`config.mk`:
```
export PLATFORM = sky130hd
export DESIGN_NAME = event_indicator
export DESIGN_NICKNAME = d
export VERILOG_FILES = /design/src/rtl/event_indicator.sv
export SDC_FILE = /design/constraint.sdc
export NUM_CORES = 1
export LEC_CHECK = 0
export CORE_UTILIZATION = 35
export CTS_CLUSTER_DIAMETER = 60
export DETAILED_ROUTE_END_ITERATION = 10
export PLACE_DENSITY_LB_ADDON = 0.08
export SLEW_MARGIN = 5
export SYNTH_ARGS = -nofsm -noshare
export SYNTH_HDL_FRONTEND = slang
export SYNTH_SLANG_ARGS = --single-unit
```
`constraint.sdc`:
```
create_clock -name CLK -period 6.7 [get_ports CLK]
set_input_delay 1.005 -clock CLK [delete_from_list [all_inputs] [get_ports CLK]]
set_output_delay 1.005 -clock CLK [all_outputs]
set_load 0.02 [all_outputs]
```
`src/rtl/event_indicator.sv`:
```
// Stretches single-cycle event pulses into visible LED bursts (ON high, OFF low gap),
// queueing events that arrive mid-burst in a saturating counter with a sticky overflow flag.
module event_indicator #(
    parameter int ON_CYCLES  = 25_000_000,
    parameter int OFF_CYCLES = 12_500_000,
    parameter int MAX_PEND   = 7,
    localparam int PW        = $clog2(MAX_PEND + 1)
) (
    input  logic          CLK,
    input  logic          RST,
    input  logic          PI,
    input  logic          CLR,
    output logic          LO,
    output logic          BUSY,
    output logic [PW-1:0] PEND,
    output logic          OVF
);

    localparam int CNT_MAX = (ON_CYCLES > OFF_CYCLES) ? ON_CYCLES : OFF_CYCLES;
    localparam int CW      = $clog2(CNT_MAX + 1);

    localparam logic [CW-1:0] ON_LOAD    = CW'(ON_CYCLES - 1);
    localparam logic [CW-1:0] OFF_LOAD   = CW'(OFF_CYCLES - 1);
    localparam logic [CW-1:0] CNT_ZERO   = {CW{1'b0}};
    localparam logic [CW-1:0] CNT_ONE    = CW'(1);
    localparam logic [PW-1:0] PEND_ZERO  = {PW{1'b0}};
    localparam logic [PW-1:0] PEND_ONE   = PW'(1);
    localparam logic [PW-1:0] PEND_MAX   = PW'(MAX_PEND);

    typedef enum logic [1:0] {
        ST_IDLE = 2'd0,
        ST_ON   = 2'd1,
        ST_OFF  = 2'd2
    } state_t;

    state_t          state_r;
    logic [CW-1:0]   cnt_r;
    logic            lo_r;
    logic [PW-1:0]   pend_r;
    logic            ovf_r;

    logic            off_exit_s;
    logic            pend_nz_s;
    logic            inc_s;
    logic            dec_s;

    // Queue bookkeeping: a pulse landing on an empty-queue OFF exit starts the next burst directly.
    always_comb begin
        off_exit_s = 1'b0;
        pend_nz_s  = 1'b0;
        inc_s      = 1'b0;
        dec_s      = 1'b0;
        off_exit_s = (state_r == ST_OFF) && (cnt_r == CNT_ZERO);
        pend_nz_s  = (pend_r != PEND_ZERO);
        inc_s      = PI && (state_r != ST_IDLE) && !(off_exit_s && !pend_nz_s);
        dec_s      = off_exit_s && pend_nz_s;
    end

    // Burst sequencer: IDLE -> ON -> OFF, sharing one down-counter for both phases.
    always_ff @(posedge CLK or posedge RST) begin
        if (RST) begin
            state_r <= ST_IDLE;
            cnt_r   <= CNT_ZERO;
            lo_r    <= 1'b0;
        end else begin
            case (state_r)
                ST_IDLE: begin
                    if (PI) begin
                        state_r <= ST_ON;
                        cnt_r   <= ON_LOAD;
                        lo_r    <= 1'b1;
                    end else begin
                        state_r <= ST_IDLE;
                        cnt_r   <= CNT_ZERO;
                        lo_r    <= 1'b0;
                    end
                end
                ST_ON: begin
                    if (cnt_r == CNT_ZERO) begin
                        state_r <= ST_OFF;
                        cnt_r   <= OFF_LOAD;
                        lo_r    <= 1'b0;
                    end else begin
                        state_r <= ST_ON;
                        cnt_r   <= cnt_r - CNT_ONE;
                        lo_r    <= 1'b1;
                    end
                end
                ST_OFF: begin
                    if (cnt_r != CNT_ZERO) begin
                        state_r <= ST_OFF;
                        cnt_r   <= cnt_r - CNT_ONE;
                        lo_r    <= 1'b0;
                    end else if (pend_nz_s || PI) begin
                        state_r <= ST_ON;
                        cnt_r   <= ON_LOAD;
                        lo_r    <= 1'b1;
                    end else begin
                        state_r <= ST_IDLE;
                        cnt_r   <= CNT_ZERO;
                        lo_r    <= 1'b0;
                    end
                end
                default: begin
                    state_r <= ST_IDLE;
                    cnt_r   <= CNT_ZERO;
                    lo_r    <= 1'b0;
                end
            endcase
        end
    end

    // Pending counter and sticky overflow; CLR wins over any same-edge pulse.
    always_ff @(posedge CLK or posedge RST) begin
        if (RST) begin
            pend_r <= PEND_ZERO;
            ovf_r  <= 1'b0;
        end else if (CLR) begin
            pend_r <= PEND_ZERO;
            ovf_r  <= 1'b0;
        end else if (inc_s && !dec_s) begin
            if (pend_r == PEND_MAX) begin
                pend_r <= pend_r;
                ovf_r  <= 1'b1;
            end else begin
                pend_r <= pend_r + PEND_ONE;
                ovf_r  <= ovf_r;
            end
        end else if (dec_s && !inc_s) begin
            pend_r <= pend_r - PEND_ONE;
            ovf_r  <= ovf_r;
        end else begin
            pend_r <= pend_r;
            ovf_r  <= ovf_r;
        end
    end

    assign LO   = lo_r;
    assign BUSY = (state_r != ST_IDLE);
    assign PEND = pend_r;
    assign OVF  = ovf_r;

endmodule

```
After elaboration in Yosys (flattened, before gate mapping) --
Index checks and enable logic that the tools add are counted.
Storage, ports and cells: word-level logic and storage cells 56, memories kept 0, latch bits 0, register bits 32, memory bits (writable) 0, memory bits (read-only) 0, bits of input ports 4
Operators by class: $lt $le $gt $ge 0, mux-type cells 22, divide/modulo/power cells 0, add/sub/neg operators 3, eq/ne operators 4, reductions and logical operators 22, bitwise operators 0, shift-type cells 0, multipliers 0
Operators with widths (number):
- $mux 25 | 4
- $pmux 25 s3 | 1
- $logic_not 25->1 | 1
- $reduce_bool 25->1 | 1
- $sub 25x1->25 const B | 1
- $mux 3 | 4
- $mux 1 | 9
- $logic_and 1x1->1 | 7
- $pmux 2 s3 | 1
- $reduce_bool 2->1 | 3
- $reduce_bool 3->1 | 2
- $logic_not 1->1 | 4
- $mux 2 | 2
- $reduce_and 2->1 | 2
- $add 3x1->3 const B | 1
- $eq 3x3->1 const B | 1
- $ne 3x3->1 const B | 1
- $pmux 1 s3 | 1
- $sub 3x1->3 const B | 1
- $eq 2x1->1 const B | 1
- $eq 2x2->1 const B | 1
- $logic_not 2->1 | 1
- $logic_or 1x1->1 | 1

Depth between registers and ports, before layout --
depth after elaboration 10, mapped depth 11, depth with buffers taken out 11

Worst setup path before layout --
OpenSTA, ideal clock, no wires.
path kind input-to-reg, start input port PI, end register pend_r[1] (netlist: PEND[1]), path slack 4.096 ns, arrival 2.522 ns, required time 6.618 ns, cell stages on the path 8, cells stage by stage o21ai_0 -> a31oi_1 -> fa_1 -> nor3b_1 -> a221oi_1 -> a21oi_1 -> nand2_1 -> a31oi_1
On the way: word-level cells in the longest chain between the ends 6
Ends and longest elaborated chain:
- start: declaration | line 11 | input logic PI,
- $logic_and 1x1->1 * (2 in a row) | line 55 | inc_s = PI && (state_r != ST_IDLE) && !(off_exit_s && !pend_nz_s);
- $logic_not 1->1 | line 129 | end else if (dec_s && !inc_s) begin
- $logic_and 1x1->1 | line 129
- $reduce_bool 3->1 (no line)
- $reduce_and 2->1 (no line)
- end signal: assignment | line 126 | pend_r <= pend_r + PEND_ONE;
- end signal: assignment | line 130 | pend_r <= pend_r - PEND_ONE;
- end signal: assignment | line 133 | pend_r <= pend_r;
- end: declaration | line 39 | logic [PW-1:0] pend_r;
Mark *: on every way between the ends. The rest lies on a longest branch, timed or not. A chain may end at the register's enable or synchronous reset.

Final worst setup path --
Same ends and word-level chain as after synthesis.

==> metrics.txt <==
Gate Count Post-Synth=205; list of cells traversed by the critical path=clkdlybuf4s50_1 > o21ai_0 > a31oi_1 > fa_1 > nor3b_1 > a221oi_1 > a21oi_1 > nand2_1 > a31oi_1; cell type with the largest total area after synthesis=dfrtp_1; pin count of the biggest net entering global routing=32; logic gate share of total power=26.7%; number of detailed-route iterations in the first pass=4; cell repeated most along the worst path=a31oi_1; later-pin clock latency in the skew report=290 ps; dominant cells by area after synthesis=dfrtp_1, xnor2_1, nor2_1, o21ai_1, nor4_1; DRC violation count after routing=0; number of H-tree levels=2; most frequent cell after synthesis=dfrtp_1; setup skew after layout=5.30 ps; cts-stage hold buffer count=0; fraction of the yosys area taken by sequential cells=40.8%; number of sinks driven by the clock tree=31; maximum frequency from static timing analysis=0.303 GHz; Reg2Reg Setup Slack=3840 ps; maximum clock path buffer count=2; worst path arrival time=3520 ps; Diodes inserted=0; total power density per cell area=328 mW/mm²; slowest cell on the critical path=clkdlybuf4s50_1; Final Critical Period=3300 ps; reg-to-reg critical path startpoint=cnt_r[4]; sum of negative setup slack=0 ps; unrepaired setup endpoints after global routing=false; critical path's top delay family=compound AO/OA/AOI/OAI gates; signed area change from the synthesized netlist to the final layout=13.5%; quantity of gates resized following cts=0; category of the most critical setup path=in -> reg; overall power consumption=707 µW; design internal power=455 µW; number of failing hold endpoints at the final stage=0; reported net switching power=252 µW; Reg2Reg Depth=9; Nets=221; outcome=completed; delay of the slowest critical-path stage=660 ps; kind of start point of the critical path=primary input; final design instance area without fill=0.00216 mm²; via count of the first global-routing pass=1463; r2r endpoint=PEND[1]; iteration-0 DRC count of the detailed router=84; path length in cells of the critical path=9; die area=0.00574 mm²; horizontal die dimension=75.7 µm; Post-Route WL=4.51 mm; final setup violation count=0; syn_area_per_cell=9.28 µm²; IO Count=10; worst hold slack=531 ps; Primary FF master, synth=dfrtp_1; critical-path maximum fanout=12; Slew @ Worst Pin=612 ps; clock tree from TritonCTS=built; vias after detailed routing=1576; Crit path buffers/inverters=1; die height=75.7 µm; leakage power=0.000799 µW; number of buffers added on ports=9; worst setup path startpoint=PI; global-route wire length before repair=7.66 mm; share of total power in the clock network=27.8%; gp weighted congestion=0.781; Slew Viols, Final=0; placed standard-cell area=0.00204 mm²; ys async rst share=100%; global-route usage over all layers=18.4%; sequential power share=45.6%; Max Cap Violations=0; floorplan row count=26; most used standard cells in the synthesized netlist=dfrtp_1, nor2_1, o21ai_1, xnor2_1; Clock transition at path regs=70 ps; Required @ worst endpoint=6910 ps; post-layout worst setup margin=3400 ps; endpoint type of the worst setup path=flop; cell area after synthesis=0.00190 mm²; mean routed wirelength per cell=15.8 µm; Root Buffer Master=clkbuf_8; initial antenna violation count=0; switching share of power=35.7%; starting density of the core=36.8%; endpoint of the most critical setup path=PEND[1]; fin crit share=49.3%; worst vdd ir=0.147 mV; Worst Hold Class=reg -> reg; Congestion Overflow GR=0; depth of the worst hold-timing path=2; final antenna-violating net count=0; placed wire-length estimate=3.19 mm; total number of yosys warnings=0; max-slew headroom at the worst pin=59.2%; setup slack after placement=3100 ps; count of buffers added by post-CTS timing repair for setup=0; Mapped Nets=212; FF+latch count, synth=31; proportion of netlist area held by the largest area contributor=40.8%; number of enable-type register cells in the synthesized netlist=0; clock buffer count from CTS=5; via-per-instance ratio=5.53; synth unique cells=50; core area=0.00517 mm²; proportion of layout cells with a drive suffix above 1=9.77%
state kept, by name, summed over array words and instances (netlist names):
name,cells
cnt_r,25
OVF,1
state_r,2
PEND,3
how the worst min path moves through the flow:
stage                    start    endpoint  slack, ps
floorplan           state_r[1]  state_r[0]        540
global placement           OVF         OVF        500
detailed placement         OVF         OVF        530
CTS                        OVF         OVF        540
global route               OVF         OVF        550
finish                     OVF         OVF        530
cells by family after synthesis:
group / Yosys count / synth area share, %
compound gates: 49 / 15.6
buf+inv: 16 / 4.01
simple gates: 88 / 28.9
fa+ha+maj: 3 / 2.37
flops: 31 / 40.8
xor+xnor: 18 / 8.28
worst register-to-register path, cell delays in order, from the launching register on:
cell and delay [ps]:
dfrtp_1 460, nor4_4 490, and4_1 420, a31oi_1 240, fa_1 520, nor3b_1 200, a221oi_1 100, a21oi_1 130
nand2_1 60, a31oi_1 170
per-layer routing:
layer	vias to the layer above	GRT usage [%]	routed length [µm]
li1	777	-	-
met1	762	25.1	2200
met3	5	3.97	146
met4	0	6.17	33
met2	32	29.0	2130
met5	-	0	0
cell type report:
type	count	area, µm²
Fill cell	516	3010
Clock inverter	2	35.0
Sequential cell	31	776
Inverter	8	30.0
Clock buffer	6	82.6
Tap cell	70	87.6
Timing Repair Buffer	10	97.6
Multi-Input combinational cell	158	1050
through the flow:
stage / std cells / util, %
2_1_floorplan: 205 / -
3_3_place_gp: 277 / 39.5
3_5_place_dp: 277 / 39.5
4_1_cts: 285 / 41.8
5_1_grt: 285 / 41.8
6_report: 285 / 41.8
layout by cell type (no fill, tap or decap), drive strengths merged, types with 4 or more instances in the layout:
cell type,instances
xnor2,13
a21oi,11
clkbuf,6
nor3,12
dfrtp,31
a31oi,5
o21ai,21
clkdlybuf4s50,9
a211oi,4
xor2,5
nor4,13
or4,4
nor2,20
or3,6
nand2,11
inv,8
power by group through the flow:
stage / Combinational (µW) / Sequential (µW) / Clock (µW)
after CTS: 192 / 321 / 200
final: 189 / 322 / 196
after detailed placement: 191 / 324 / 0
after floorplan: 166 / 304 / 0
after global placement: 187 / 319 / 0
after global routing: 216 / 331 / 208
(Power assumes the default switching activity.)
